<file path="config.mk">
export PLATFORM = sky130hd
export DESIGN_NAME = cgra_lsu_arbiter
export DESIGN_NICKNAME = d
export VERILOG_FILES = /design/src/rtl/cgra_lsu_pkg.sv /design/src/rtl/rr_arbiter_pe.sv /design/src/rtl/cgra_lsu_arbiter.sv
export SDC_FILE = /design/constraint.sdc
export NUM_CORES = 1
export LEC_CHECK = 0
export CAP_MARGIN = 30
export CELL_PAD_IN_SITES_DETAIL_PLACEMENT = 1
export CELL_PAD_IN_SITES_GLOBAL_PLACEMENT = 1
export CORE_AREA = 4 4 482 484
export CTS_BUF_LIST = sky130_fd_sc_hd__clkbuf_8
export DETAILED_ROUTE_END_ITERATION = 10
export DIE_AREA = 0 0 486 488
export MAX_ROUTING_LAYER = met4
export PLACE_DENSITY_LB_ADDON = 0.25
export SYNTH_ARGS = -nofsm -noshare
export SYNTH_HDL_FRONTEND = slang
export SYNTH_SLANG_ARGS = --single-unit
</file>
<file path="constraint.sdc">
create_clock -name Clk -period 6.55 [get_ports Clk]
set_input_delay 0.655 -clock Clk [delete_from_list [all_inputs] [get_ports Clk]]
set_output_delay 0.655 -clock Clk [all_outputs]
set_load 0.1 [all_outputs]
</file>
<file path="src/rtl/cgra_lsu_pkg.sv">
// ---------------------------------------------------------------------------
// cgra_lsu_pkg
// Shared definitions for the CGRA load/store arbiter:
//   lsu_state_e  - arbiter FSM states (IDLE, REQ, WAIT)
//   MEM_BE_ALL   - byte-enable value for full-word accesses
//   idx_width()  - width of a tile index for a given tile count
// ---------------------------------------------------------------------------
package cgra_lsu_pkg;

  typedef enum logic [1:0] {
    IDLE = 2'd0,
    REQ  = 2'd1,
    WAIT = 2'd2
  } lsu_state_e;

  localparam logic [3:0] MEM_BE_ALL = 4'hF;

  // A single-tile grid still needs a 1-bit index signal.
  function automatic int idx_width(input int n);
    return (n > 1) ? $clog2(n) : 1;
  endfunction

endpackage

</file>
<file path="src/rtl/rr_arbiter_pe.sv">
// ---------------------------------------------------------------------------
// rr_arbiter_pe
// Purely combinational round-robin picker. Scans the request vector starting
// at the pointer index and wrapping past N-1 back to 0.
// Ports:
//   req    in  N   request vector, one bit per tile
//   ptr    in  IW  index with the highest priority
//   winner out IW  index of the selected requester (0 when none)
//   valid  out 1   at least one request is present
// ---------------------------------------------------------------------------
module rr_arbiter_pe
  import cgra_lsu_pkg::*;
#(
  parameter int N  = 16,
  parameter int IW = idx_width(N)
) (
  input  logic [N-1:0]  req,
  input  logic [IW-1:0] ptr,
  output logic [IW-1:0] winner,
  output logic          valid
);

  // Walk the offsets from farthest to nearest so the requester closest to
  // the pointer is written last and therefore wins.
  always_comb begin : pick
    int idx;
    idx    = 0;
    winner = '0;
    valid  = 1'b0;
    for (int k = N - 1; k >= 0; k--) begin
      idx = int'(ptr) + k;
      if (idx >= N) begin
        idx = idx - N;
      end
      if (req[IW'(idx)]) begin
        winner = IW'(idx);
        valid  = 1'b1;
      end
    end
  end

endmodule

</file>
<file path="src/rtl/cgra_lsu_arbiter.sv">
// ---------------------------------------------------------------------------
// cgra_lsu_arbiter
// Shares one memory port among the N = NB_ROWS*NB_COLS tiles of a CGRA.
// One transaction is outstanding at a time: a requester is picked
// round-robin in IDLE, its fields are latched, the request is presented in
// REQ until accepted, and the response is awaited in WAIT.
// Ports:
//   Clk, Reset (async, active-low)
//   Tile_Req_I/We_I [N], Tile_Addr_I/Wdata_I [N*DWIDTH]  tile requests
//   Tile_Grant_O/Rvalid_O [N] one-hot pulses, Tile_Rdata_O load data
//   Mem_Req_O/We_O/Addr_O/Wdata_O/Be_O                   memory request
//   Mem_Gnt_I/Rvalid_I/Rdata_I                           memory response
//   Busy_O  high while a transaction is in flight
// ---------------------------------------------------------------------------
module cgra_lsu_arbiter
  import cgra_lsu_pkg::*;
#(
  parameter  int NB_ROWS = 4,
  parameter  int NB_COLS = 4,
  parameter  int DWIDTH  = 32,
  localparam int N       = NB_ROWS * NB_COLS
) (
  input  logic                Clk,
  input  logic                Reset,
  input  logic [N-1:0]        Tile_Req_I,
  input  logic [N-1:0]        Tile_We_I,
  input  logic [N*DWIDTH-1:0] Tile_Addr_I,
  input  logic [N*DWIDTH-1:0] Tile_Wdata_I,
  output logic [N-1:0]        Tile_Grant_O,
  output logic [N-1:0]        Tile_Rvalid_O,
  output logic [DWIDTH-1:0]   Tile_Rdata_O,
  output logic                Mem_Req_O,
  output logic                Mem_We_O,
  output logic [DWIDTH-1:0]   Mem_Addr_O,
  output logic [DWIDTH-1:0]   Mem_Wdata_O,
  output logic [3:0]          Mem_Be_O,
  input  logic                Mem_Gnt_I,
  input  logic                Mem_Rvalid_I,
  input  logic [DWIDTH-1:0]   Mem_Rdata_I,
  output logic                Busy_O
);

  localparam int            IW      = idx_width(N);
  localparam logic [N-1:0]  ONE_HOT = N'(1);
  localparam logic [IW-1:0] LAST    = IW'(N - 1);

  lsu_state_e        state;
  logic [IW-1:0]     rr_ptr;
  logic [IW-1:0]     winner;
  logic              we_q;
  logic [DWIDTH-1:0] addr_q;
  logic [DWIDTH-1:0] wdata_q;
  logic [N-1:0]      grant_q;
  logic [N-1:0]      rvalid_q;
  logic [DWIDTH-1:0] rdata_q;

  logic [IW-1:0]     sel_idx;
  logic              sel_valid;
  logic [DWIDTH-1:0] tile_addr  [N];
  logic [DWIDTH-1:0] tile_wdata [N];

  // Unpack the flat per-tile buses so the winner can index them directly.
  always_comb begin
    for (int i = 0; i < N; i++) begin
      tile_addr[i]  = Tile_Addr_I[i*DWIDTH +: DWIDTH];
      tile_wdata[i] = Tile_Wdata_I[i*DWIDTH +: DWIDTH];
    end
  end

  rr_arbiter_pe #(
    .N  (N),
    .IW (IW)
  ) u_rr (
    .req    (Tile_Req_I),
    .ptr    (rr_ptr),
    .winner (sel_idx),
    .valid  (sel_valid)
  );

  // Transaction FSM. The request fields are captured once in IDLE so later
  // tile-side activity, including a withdrawn request, cannot disturb the
  // transaction. Grant and response pulses default low each cycle, which
  // keeps them single-cycle and one-hot.
  always_ff @(posedge Clk or negedge Reset) begin
    if (!Reset) begin
      state    <= IDLE;
      rr_ptr   <= '0;
      winner   <= '0;
      we_q     <= 1'b0;
      addr_q   <= '0;
      wdata_q  <= '0;
      grant_q  <= '0;
      rvalid_q <= '0;
      rdata_q  <= '0;
    end else begin
      grant_q  <= '0;
      rvalid_q <= '0;
      case (state)
        IDLE: begin
          if (sel_valid) begin
            winner  <= sel_idx;
            we_q    <= Tile_We_I[sel_idx];
            addr_q  <= tile_addr[sel_idx];
            wdata_q <= tile_wdata[sel_idx];
            state   <= REQ;
          end
        end
        REQ: begin
          if (Mem_Gnt_I) begin
            grant_q <= ONE_HOT << winner;
            state   <= WAIT;
          end
        end
        WAIT: begin
          if (Mem_Rvalid_I) begin
            rvalid_q <= ONE_HOT << winner;
            if (!we_q) begin
              rdata_q <= Mem_Rdata_I;
            end
            rr_ptr <= (winner == LAST) ? '0 : winner + 1'b1;
            state  <= IDLE;
          end
        end
        default: state <= IDLE;
      endcase
    end
  end

  // Memory-side fields are gated so the bus reads zero outside REQ.
  always_comb begin
    Mem_Req_O   = (state == REQ);
    Mem_We_O    = (state == REQ) && we_q;
    Mem_Addr_O  = (state == REQ) ? addr_q  : '0;
    Mem_Wdata_O = (state == REQ) ? wdata_q : '0;
  end

  assign Mem_Be_O      = MEM_BE_ALL;
  assign Busy_O        = (state != IDLE);
  assign Tile_Grant_O  = grant_q;
  assign Tile_Rvalid_O = rvalid_q;
  assign Tile_Rdata_O  = rdata_q;

endmodule

</file>
Word-level counts from Yosys, hierarchy flattened. Index checks and enable logic that the tools add are counted.

Latch bits: 0. Bits in registers: 139. Memories: 0. Bits of input ports: 1092. Memory bits (read-only): 0. Memory bits (writable): 0.

Multiplexer cells: 115. Equality and inequality tests: 6. Shift-type cells: 1. Magnitude comparators: 34. Add/sub/neg operators: 32. $mul: 0. Bitwise gates (word level): 2. Div/mod/pow operators: 0. Reductions and logical operators: 7.

Operators by type and width (count): 32-bit binary-select mux with 4-bit select (2); 32-bit two-way mux (6); 4-bit two-way mux (33); 4-bit by 6-bit < comparator with 1-bit output (second input constant) (16); 5-bit greater-or-equal comparator (second input constant) (16); 1-bit binary-select mux with 4-bit select (17); 16-bit two-way mux (4); 4-bit by 1-bit subtractor with 4-bit output (second input constant) (16); 1-bit two-way mux (49); 4-bit by 4-bit adder with 5-bit output (second input constant) (8); 4-bit by 3-bit adder with 5-bit output (second input constant) (4); 1-bit by 4-bit left shift with 16-bit output (first input constant) (1); 4-bit by 2-bit adder with 5-bit output (second input constant) (2); 2-bit two-way mux (3); 2-bit one-hot mux with 3 select lines (1); 3-bit AND reduction (2); 4-bit by 1-bit adder with 5-bit output (second input constant) (1); 4-bit by 5-bit greater-or-equal comparator with 1-bit output (second input constant) (1); 4-bit by 5-bit < comparator with 1-bit output (second input constant) (1); 4-bit inverter with 5-bit output (1); 4-bit by 1-bit adder with 4-bit output (second input constant) (1); 4-bit equality test (second input constant) (1); 2-bit != test (second input constant) (2); 2-bit AND reduction (2); other kinds (7) (7).

Depth between registers and ports, before layout.
Word-level depth: 26. Mapped depth: 23. Gate-level depth less buffers: 14.

Hierarchy. A second synthesis with hierarchy kept.

Cell total of the unflattened synthesis: 1258. Area, all modules: 15713.8 sq um.

By module, submodules not included: cgra_lsu_arbiter (seq. area each 3478.3 sq um, instances 1, area each 13412.9 sq um, cells an instance 1007); rr_arbiter_pe (seq. area each 0.0 sq um, instances 1, area each 2301.0 sq um, cells an instance 251).

Worst setup path after synthesis. Ideal clock, no wire load.

Path type: reg-to-reg. From: reg rr_ptr[0]. To: reg addr_q[15]. Path slack: 2.013 ns. Setup time: 0.131 ns. Arrival: 4.406 ns. Cell stages (with the launch flop): 20. Cells stage by stage: dfrtp_1 > buf_4 > inv_2 > buf_4 > buf_2 > ha_1 > buf_4 > mux4_2 > mux2i_1 > nor2_1 > nor3b_2 > a2111oi_2 > o31ai_2 > a21oi_2 > o32ai_4 > buf_6 > buf_2 > mux4_2 > a22oi_1 > nand3_1.

Longest elaborated chain between the ends: 26. Elaborated cells on any way between the ends: 148. Those cells by class: 31 x add/sub; 16 x order compare; 99 x mux; 1 x bitwise; 1 x reduce/logical.

Ends and longest elaborated chain: from (decl) (RTL line cgra_lsu_arbiter.sv:48) `logic [IW-1:0] rr_ptr;`; from (signal assigned) (RTL line cgra_lsu_arbiter.sv:120) `rr_ptr <= (winner == LAST) ? '0 : winner + 1'b1;`; 4-bit by 4-bit adder with 5-bit output (RTL line rr_arbiter_pe.sv:31) `idx = int'(ptr) + k;`; 4-bit by 1-bit subtractor with 4-bit output / 5-bit greater-or-equal comparator (equally long branches) (RTL line rr_arbiter_pe.sv:33, rr_arbiter_pe.sv:32); 4-bit two-way mux (RTL line rr_arbiter_pe.sv:32) `if (idx >= N) begin`; 1-bit binary-select mux with 4-bit select (RTL line rr_arbiter_pe.sv:35) `if (req[IW'(idx)]) begin`; 1-bit two-way mux (implied by the code) (2 in series) (RTL line rr_arbiter_pe.sv:35); 4-bit two-way mux (16 in series) (RTL line rr_arbiter_pe.sv:35); 4-bit inverter with 5-bit output (implied by the code) (RTL line cgra_lsu_arbiter.sv:103) `addr_q <= tile_addr[sel_idx];`; 32-bit binary-select mux with 4-bit select (RTL line cgra_lsu_arbiter.sv:103); 32-bit two-way mux (implied by the code) (2 in series) (RTL line cgra_lsu_arbiter.sv:103); to (signal assigned) (RTL line cgra_lsu_arbiter.sv:103); to (decl) (RTL line cgra_lsu_arbiter.sv:51) `logic [DWIDTH-1:0] addr_q;`.

Several ways; a longest one is shown, not always the timed one. The select of a mux whose other input is x is not followed. A chain may end at the register's enable or synchronous reset.

Worst setup path after layout.
From: reg rr_ptr[1]. To: reg addr_q[4].

The elaborated chain is that of the path after synthesis.

==> flow_summary.yaml <==
status:
  outcome: "complete, no violations"
clock_tree:
  cts_max_path_buffers: 2
  numCtsBuffers: 17
  clk_latency_ns: 0.65
  root_buffer: "clkbuf_8"
  path_clk_slew_ns: 0.13
  htreeDepth: 4
  cts_num_sinks: 139
  cts_tree: "done"
cells_and_area:
  fin_util_pct: 15.2
  drive_gt1_share_pct: 17.6
  nets: 3936
  final_cells: 5902
  syn_to_final_growth_pct: 111
worst_setup_path:
  critPathMaxFanout: 31
  critPathSlowestCell: "ha_1"
  cp_data_arrival_time_ns: 6.34
  crit_family: "compound AO/OA/AOI/OAI gates"
  reg2reg_depth: 17
  r2r-start: "rr_ptr[1]"
  endpoint: "addr_q[4]"
  setup.worst_path.end_class: "register"
  worst-path-stages: 17
  crit_start: "rr_ptr[1]"
  cp_slowest_stage_delay_ns: 0.91
  crit_path_cell_trace: "inv_1 > ha_1 > buf_12 > nor2b_1 > a2111oi_1 > buf_4 > nor3_1 > o31ai_2 > a31oi_2 > a21o_1 > mux2i_4 > buf_12 > buf_12 > buf_4 > mux4_2 > a22oi_1 > nand3_1"
  setup.worst_path.class: "register to register"
  rr_endpoint: "addr_q[4]"
  cp.required_ns: 7.03
  ff2ff_setup_slack_ns: 0.68
  worst-path-buf-inv: 6
  cp_common_cell: "buf_12"
  critPathLaunchType: "register"
sta:
  layout_min_cycle_time_ns: 5.87
  hold_slack_ns: 0.511
  setup_viol: 0
  fin_crit_sh_pct: 89.6
  max_slew_margin_pct: 30.0
  hold_viol: 0
  worst_pin_slew_ns: 1.05
  fin_worst_skew_ns: 0.0399
  rsz0062_at_grt: "false"
  fmax_mhz: 170
  finalMaxSlewViolations: 0
  tns_ns: 0
global_route:
  grt_pass1_wl_um: 226000
  antenna_found_initial: 143
  grt_max_degree: 56
  grtUsageTotal_pct: 14.8
  grt_pass1_vias: 21900
  gr-total-overflow: 0
routing:
  vias: 19800
  first_pass_iters: 7
  drc: 0
  drtAntennaViolNets: 0
  wl_per_cell_um: 30.2
  drt_iter0_markers: 941
  viasPerCell: 3.36
  wirelength_um: 178000
die:
  die_h_um: 488
  io_pins: 1227
  start_util_pct: 7.21
  design.core.area_mm2: 0.227
  dieArea_mm2: 0.237
  num_rows: 175
  die_w_um: 486
synthesis:
  netlist_top_cells_count: "mux2i_1 (292), mux4_2 (143), dfrtp_1 (139)"
  synth_edf_count: 0
  syn_area_mm2: 0.0164
  async_reset_ff_share_pct: 100
  yosysMostFrequentCell: "mux2i_1"
  synthFlopType: "dfrtp_1"
  syn_avg_cell_area_um2: 10.5
  synthTopCellsByArea: "dfrtp_1 (21%), mux4_2 (20%), mux2i_1 (18%), mux2_2 (7.4%), a22oi_1 (6.0%)"
  ys_seq_elements: 139
  yosys_warnings: 0
  synth_top_area_share_pct: 21.2
  synthCells: 1565
  yosysTopAreaCell: "dfrtp_1"
  synth_seq_area_share_pct: 21.2
  yosysUniqueCellTypes: 80
placed_design:
  hpwl_um: 157000
  dp_cells: 5817
  io_buffers: 1222
  gp_congestion: 0.872
flow_run:
  cap_violations: 0
min_path:
  hp-class: "register to register"
area by class of cell:
| type | count | area (um^2) |
|---|---|---|
| Fill cell | 26500 | 193000 |
| Timing Repair Buffer | 1394 | 14800 |
| Multi-Input combinational cell | 1262 | 12000 |
| Tap cell | 3009 | 3760 |
| Sequential cell | 139 | 3480 |
| Clock buffer | 18 | 248 |
| Antenna cell | 50 | 125 |
| Clock inverter | 13 | 111 |
| Inverter | 17 | 63.8 |
how the worst min path moves through the flow:
stage / start / to / slack (ns) / cells after the start
2_1_floorplan: Reset / Tile_Grant_O[0] / 0.36 / 0
3_3_place_gp: Tile_Rdata_O[24] / Tile_Rdata_O[24] / 0.49 / 1
5_1_grt: Tile_Rdata_O[30] / Tile_Rdata_O[30] / 0.53 / 1
4_1_cts: Reset / wdata_q[29] / 0.48 / 2
3_5_place_dp: Tile_Rdata_O[0] / Tile_Rdata_O[0] / 0.50 / 1
6_report: Tile_Rdata_O[29] / Tile_Rdata_O[29] / 0.51 / 1
cells in the final DEF (no fill, tap or decap), drive strengths merged, types with 4 or more instances in the layout:
| cell type | count |
|---|---|
| mux2 | 112 |
| buf | 179 |
| nor4 | 4 |
| and3 | 4 |
| xnor2 | 10 |
| clkbuf | 18 |
| a22oi | 131 |
| a221oi | 6 |
| o211ai | 67 |
| mux4 | 144 |
| or2 | 5 |
| o21ai | 23 |
| conb | 4 |
| clkinv | 6 |
| a211oi | 4 |
| nor2b | 4 |
| a21oi | 17 |
| and2 | 73 |
| mux2i | 293 |
| a31oi | 5 |
| nand2 | 98 |
| nand3 | 83 |
| nand2b | 12 |
| nor2 | 75 |
| or3 | 7 |
| dfrtp | 139 |
| clkdlybuf4s50 | 1214 |
| ha | 13 |
| o22ai | 5 |
| nor3 | 19 |
| inv | 23 |
| o31ai | 5 |
| diode | 50 |
state kept, by name, indices dropped and copies added (netlist names):
signal         count
Tile_Grant_O      16
Tile_Rdata_O      32
Tile_Rvalid_O     16
addr_q            32
rr_ptr             4
state              2
wdata_q           32
we_q               1
winner             4
timing repair:
action,4_1_cts,5_1_grt
hold buffers,1,0
setup buffers,0,0
hold endpoints to repair,53,0
resized for setup,0,0
metal layers:
layer,GRT usage (%),up-vias,wire length [um]
li1,-,8722,-
met1,16.5,9946,70400
met2,26.8,983,94500
met5,-,-,0
met4,2.65,0,2330
met3,3.93,194,10700
metrics by stage:
stage                     setup slack (ns)  instance area (um^2)
after global placement               0.327                 32700
after detailed placement             0.374                 34000
after CTS                            0.337                 34400
after floorplan                       2.01                 16400
after global routing                 0.305                 34600
final                                0.684                 34600
logic make-up after synthesis:
logic type	share of synthesized area (%)
DFF	21.2
AOI/OAI and AO/OA	13.4
other	0.0229
buffers and inverters	5.99
adders and majority gates	0.993
xor gates and xnor gates	0.787
and+or+nand+nor	12.1
muxes	45.5
Power is not shown: default switching activity piles up to over one toggle a cycle in this logic, so the estimate is an artifact.
